$ cat src/rtl/apb_cmd_pkg.sv
// Shared types and helpers for the APB command master.
// State encoding, default data width and timeout counter sizing.
package apb_cmd_pkg;

   typedef enum logic [1:0] {
      ST_IDLE   = 2'd0,
      ST_SETUP  = 2'd1,
      ST_ACCESS = 2'd2,
      ST_RESP   = 2'd3
   } state_e;

   localparam int APB_DATA_W = 32;

   // Bits needed to hold 0..timeout; never below 1 so the counter is always legal.
   function automatic int tmo_width(input int timeout);
      int w;
      w = 1;
      while ((1 << w) < timeout + 1) w++;
      return w;
   endfunction

endpackage

$ cat src/rtl/apb_mst_timer.sv
// ACCESS-phase wait counter: cleared on command accept, counts while enabled,
// saturates at TIMEOUT. expire_o flags the last allowed wait cycle.
module apb_mst_timer
   import apb_cmd_pkg::*;
#(
   parameter int TIMEOUT = 256
) (
   input  logic pclk,
   input  logic presetn,
   input  logic clr_i,
   input  logic en_i,
   output logic expire_o
);

   generate
      if (TIMEOUT == 0) begin : g_none
         assign expire_o = 1'b0;
      end else begin : g_cnt
         localparam int TW = tmo_width(TIMEOUT);
         localparam logic [TW-1:0] LAST = TW'(TIMEOUT - 1);
         localparam logic [TW-1:0] SAT  = TW'(TIMEOUT);

         logic [TW-1:0] cnt_q;

         always_ff @(posedge pclk or negedge presetn) begin
            if (!presetn)                 cnt_q <= '0;
            else if (clr_i)               cnt_q <= '0;
            else if (en_i && cnt_q != SAT) cnt_q <= cnt_q + 1'b1;
         end

         assign expire_o = (cnt_q == LAST);
      end
   endgenerate

endmodule

$ cat src/rtl/apb_cmd_master.sv
// APB3 initiator: one command in flight, registered APB and response outputs,
// bounded wait on pready with a timeout error response.
module apb_cmd_master
   import apb_cmd_pkg::*;
#(
   parameter int ADDR_W  = 5,
   parameter int DATA_W  = APB_DATA_W,
   parameter int TIMEOUT = 256
) (
   input  logic              pclk,
   input  logic              presetn,
   input  logic              cmd_vld,
   output logic              cmd_rdy,
   input  logic              cmd_write,
   input  logic [ADDR_W-1:0] cmd_addr,
   input  logic [DATA_W-1:0] cmd_wdata,
   output logic              rsp_vld,
   input  logic              rsp_rdy,
   output logic [DATA_W-1:0] rsp_rdata,
   output logic              rsp_err,
   output logic              psel,
   output logic              penable,
   output logic              pwrite,
   output logic [ADDR_W-1:0] paddr,
   output logic [DATA_W-1:0] pwdata,
   input  logic [DATA_W-1:0] prdata,
   input  logic              pready,
   input  logic              pslverr
);

   state_e              state_q;
   logic                cmd_rdy_q;
   logic                psel_q;
   logic                penable_q;
   logic                pwrite_q;
   logic [ADDR_W-1:0]   paddr_q;
   logic [DATA_W-1:0]   pwdata_q;
   logic                rsp_vld_q;
   logic                rsp_err_q;
   logic [DATA_W-1:0]   rsp_rdata_q;

   logic                accept;
   logic                tmo_expire;

   // cmd_rdy_q is low for the first cycle after reset, so nothing is taken then.
   assign accept = (state_q == ST_IDLE) && cmd_vld && cmd_rdy_q;

   apb_mst_timer #(.TIMEOUT(TIMEOUT)) u_timer (
      .pclk     (pclk),
      .presetn  (presetn),
      .clr_i    (accept),
      .en_i     (state_q == ST_ACCESS),
      .expire_o (tmo_expire)
   );

   always_ff @(posedge pclk or negedge presetn) begin
      if (!presetn) begin
         state_q     <= ST_IDLE;
         cmd_rdy_q   <= 1'b0;
         psel_q      <= 1'b0;
         penable_q   <= 1'b0;
         pwrite_q    <= 1'b0;
         paddr_q     <= '0;
         pwdata_q    <= '0;
         rsp_vld_q   <= 1'b0;
         rsp_err_q   <= 1'b0;
         rsp_rdata_q <= '0;
      end else begin
         case (state_q)
            ST_IDLE: begin
               cmd_rdy_q <= 1'b1;
               if (accept) begin
                  pwrite_q  <= cmd_write;
                  paddr_q   <= cmd_addr;
                  pwdata_q  <= cmd_wdata;
                  psel_q    <= 1'b1;
                  cmd_rdy_q <= 1'b0;
                  state_q   <= ST_SETUP;
               end
            end
            ST_SETUP: begin
               penable_q <= 1'b1;
               state_q   <= ST_ACCESS;
            end
            ST_ACCESS: begin
               // pready is checked first so a late ready beats the timeout.
               if (pready) begin
                  rsp_err_q   <= pslverr;
                  rsp_rdata_q <= (!pwrite_q && !pslverr) ? prdata : '0;
                  psel_q      <= 1'b0;
                  penable_q   <= 1'b0;
                  rsp_vld_q   <= 1'b1;
                  state_q     <= ST_RESP;
               end else if (tmo_expire) begin
                  rsp_err_q   <= 1'b1;
                  rsp_rdata_q <= '0;
                  psel_q      <= 1'b0;
                  penable_q   <= 1'b0;
                  rsp_vld_q   <= 1'b1;
                  state_q     <= ST_RESP;
               end
            end
            ST_RESP: begin
               if (rsp_rdy) begin
                  rsp_vld_q <= 1'b0;
                  cmd_rdy_q <= 1'b1;
                  state_q   <= ST_IDLE;
               end
            end
            default: state_q <= ST_IDLE;
         endcase
      end
   end

   assign cmd_rdy   = cmd_rdy_q;
   assign psel      = psel_q;
   assign penable   = penable_q;
   assign pwrite    = pwrite_q;
   assign paddr     = paddr_q;
   assign pwdata    = pwdata_q;
   assign rsp_vld   = rsp_vld_q;
   assign rsp_err   = rsp_err_q;
   assign rsp_rdata = rsp_rdata_q;

endmodule

$ cat config.mk
export PLATFORM = sky130hd
export DESIGN_NAME = apb_cmd_master
export DESIGN_NICKNAME = d
export VERILOG_FILES = /design/src/rtl/apb_cmd_pkg.sv /design/src/rtl/apb_mst_timer.sv /design/src/rtl/apb_cmd_master.sv
export SDC_FILE = /design/constraint.sdc
export NUM_CORES = 1
export LEC_CHECK = 0
export CAP_MARGIN = 10
export CORE_UTILIZATION = 42
export CTS_BUF_LIST = sky130_fd_sc_hd__clkbuf_8 sky130_fd_sc_hd__clkbuf_16
export CTS_CLUSTER_DIAMETER = 200
export DETAILED_ROUTE_END_ITERATION = 7
export PLACE_DENSITY = 0.8
export SYNTH_ARGS = -nofsm -noshare
export SYNTH_HDL_FRONTEND = slang
export SYNTH_SLANG_ARGS = --single-unit
$ cat constraint.sdc
create_clock -name pclk -period 2 [get_ports pclk]
set_input_delay 0.2 -clock pclk [delete_from_list [all_inputs] [get_ports pclk]]
set_output_delay 0.2 -clock pclk [all_outputs]
set_load 0.005 [all_outputs]
==> summary.md <==
| Metric | Value |
|---|---|
| Status | `finished clean` |
| Final core utilization | `67.8%` |
| Fin crit share | `90.2%` |
| Setup TNS Final | `0 ns` |
| Tmin final | `1.80 ns` |
| Clk_skew | `0.00650 ns` |
| 1st-pass router iterations | `4` |
| VDD IR-drop max | `0.651 mV` |
| Setup Crit Path Kind | `register to register` |
| Syn_nets | `404` |
| Met3 Track Usage GR | `6.98%` |
| Share of cells above drive strength 1 | `6.88%` |
| Worst r2r path cells | `6` |
| Grt met1 use | `28.9%` |
| Worst slew pin tran | `0.537 ns` |
| Sw Share | `31.3%` |
| Max_slew headroom | `64.2%` |
| Initial Utilization | `43.9%` |
| Num ports | `151` |
| Drt drc | `0` |
| Number of global-route vias before repair | `2946` |
| Fill cells | `580` |
| Crit end category | `register` |
| Slowest-stage cell, CP | `ha_1` |
| CP Buf/Inv Count | `2` |
| Nets@finish | `558` |
| Register area share after synthesis | `62.8%` |
| Post-synth EDFFs | `0` |
| Vias per inst | `4.99` |
| Setup crit start | `state_q[0]` |
| Post-CTS Setup Bufs | `0` |
| Comb pwr share | `43.1%` |
| Critical path's top delay family | `adder cells` |
| Core area | `7810 sq um` |
| Fmax | `0.555 GHz` |
| Top cells by count, synth | `122 x nand2_1, 86 x dfrtp_1, 32 x a22o_1` |
| Total congestion overflow | `0` |
| Crit path cell chain | `inv_1 > ha_1 > nand3b_1 > nor2_2 > buf_4 > a22o_1` |
| Skew-Pair Late Insertion Delay | `0.35 ns` |
| GP Congestion | `0.831` |
| Synth Flop Type | `dfrtp_1` |
| Worst hold path depth | `3` |
| Final Max Slew Viols | `0` |
| Wire length per cell | `15.2 um` |
| Final setup fails | `0` |
| Placed Cells incl. Taps | `566` |
| CTS Buffer Depth | `2` |
| Port Buf Inserts | `150` |
| Die H | `92.3 um` |
| CP Depth | `6` |
| Synth Cell Area | `3430 sq um` |
| Avg Inst Size Synth | `10.6 sq um` |
| DR vias | `2906` |
| H-tree depth | `3` |
| Hold_buf cts | `1` |
| Iteration-0 DRC count of the detailed router | `108` |
| Max Cap Viol | `0` |
| Global routing's busiest layer | `met2` |
| CP max FO | `32` |
| Worst r2r dst | `rsp_rdata[26]` |
| Synth top area share | `62.8%` |
| Leak | `2.47 nW` |
| Psw | `0.00238 W` |
| Critical Path Sink | `rsp_rdata[26]` |
| Yosys cell types | `31` |
| Final HPWL DP | `6560 um` |
| DIE AREA | `8520 sq um` |
| R2R setup slack | `0.20 ns` |
| Synthesis-to-layout area growth | `54.5%` |
| Worst Path Arrival | `2.09 ns` |
| CP required | `2.28 ns` |
| Int Power | `0.00521 W` |
| Startpoint Class | `register` |
| Share of flip-flops with an asynchronous set or reset | `100%` |
| Syn. warnings | `0` |
| CTS Sinks | `86` |
| Count leader, synth | `nand2_1` |
| Seq pwr share | `39.8%` |
| Root buf cell | `clkbuf_8` |
| Power Density | `1430 nW/um^2` |
| Cts repair resizes | `0` |
| Reg clk slew, reported paths | `0.09 ns` |
| Mapped Cells | `322` |
| Largest net degree at the start of global routing | `45` |
| Synth top area cells | `dfrtp_1 63%, nand2_1 13%, a22o_1 8.2%` |
| Clock Power Share | `17.1%` |
| Synthesized flop and latch total | `86` |
| Initial antenna violation count | `0` |
| Reg2reg start | `state_q[0]` |
| Post-Route WL | `8880 um` |
| Cell taking the most area after synthesis | `dfrtp_1` |
| Total CTS buffers | `9` |
| ANT cells | `0` |
| Final Hold Viols | `0` |
| Unrepaired setup endpoints after global routing | `no` |
| Hold Path Class | `primary input to register` |
| Antenna Nets Post-Route | `0` |
| CTS tree | `done` |
| Max stage delay on crit path | `0.46 ns` |
| Die W | `92.3 um` |
| Routing usage on met2 | `37.0%` |
| Final std cells w/o fill | `582` |
| FP Rows | `32` |
| Total GRT Usage | `22.4%` |
| Global-route wire length before repair | `14800 um` |
[stage by stage]
stage | instance area, sq um | worst slack (ns) | power [W] | hold slack (ns)
after floorplan | 3430 | 0.344 | 0.00431 | -0.0956
after global placement | 5070 | 0.296 | 0.00617 | 0.218
after detailed placement | 5070 | 0.216 | 0.00634 | 0.223
after CTS | 5290 | 0.202 | 0.00767 | 0.354
after global routing | 5290 | 0.00681 | 0.00815 | 0.352
final | 5290 | 0.197 | 0.00759 | 0.368
[worst min-delay path, stage by stage]
cell and delay [ns]:
clkdlybuf4s50_1 0.39, nand2_1 0.06, nand2_1 0.04
[layer usage]
metal,vias up,wire length (um)
li1,1386,-
met1,1384,3830
met2,121,4250
met3,15,629
met4,0,163
met5,-,0
[area by class of cell]
type,instances,area [sq um],share of cell area [%]
repair buffers,159,1590,30.1
well taps,102,128,2.41
clock inverters,6,87.6,1.65
inverters,8,30.0,0.567
clock buffers,9,124,2.34
multi-input cells,212,1180,22.3
flip-flops and latches,86,2150,40.7
[registers in the layout, indices dropped and copies added (netlist names), 2 cells and up]
| signal | cells |
|---|---|
| pwdata | 32 |
| rsp_rdata | 32 |
| u_timer.g_cnt.cnt_q | 9 |
| paddr | 5 |
| state_q | 2 |
[cell families (layout without fill, tap and decap cells)]
kind of cell	count (synthesis)	after routing	share of synthesized area (%)
simple gates	145	145	17.6
flops	86	86	62.8
compound gates	56	56	12.9
buf+inv	24	182	3.07
fa+ha+maj	6	6	2.19
mux	3	3	0.877
xor+xnor	2	2	0.511
[power groups by stage]
stage	clock network [W]	registers, W	logic [W]
after global routing	0.00142	0.00313	0.00360
after CTS	0.00133	0.00303	0.00331
after floorplan	0	0.00304	0.00127
after global placement	0	0.00301	0.00316
final	0.00130	0.00302	0.00327
after detailed placement	0	0.00305	0.00329
[layout by cell type (no fill, tap or decap), types with 2 or more instances in the layout]
| master | instances |
|---|---|
| mux2i_1 | 3 |
| clkbuf_8 | 9 |
| dfrtp_1 | 86 |
| a21oi_2 | 2 |
| clkinvlp_4 | 2 |
| nor2_1 | 7 |
| a21boi_0 | 3 |
| bufinv_16 | 2 |
| a22o_1 | 32 |
| xor2_1 | 2 |
| or3_1 | 3 |
| inv_1 | 9 |
| buf_12 | 2 |
| nor4b_2 | 2 |
| nand2_1 | 122 |
| a21oi_1 | 3 |
| ha_1 | 6 |
| nand3_1 | 3 |
| o21ai_0 | 8 |
| buf_4 | 7 |
| clkdlybuf4s50_1 | 149 |
| nand4_1 | 2 |
[worst min path at each step]
stage / from / endpoint
after floorplan: presetn / cmd_rdy
after global placement: presetn / rsp_rdata[0]
after detailed placement: presetn / rsp_rdata[29]
after CTS: cmd_wdata[7] / pwdata[7]
after global routing: cmd_wdata[29] / pwdata[29]
final: cmd_wdata[7] / pwdata[7]
Note: power is estimated with default switching activity, not from simulation.
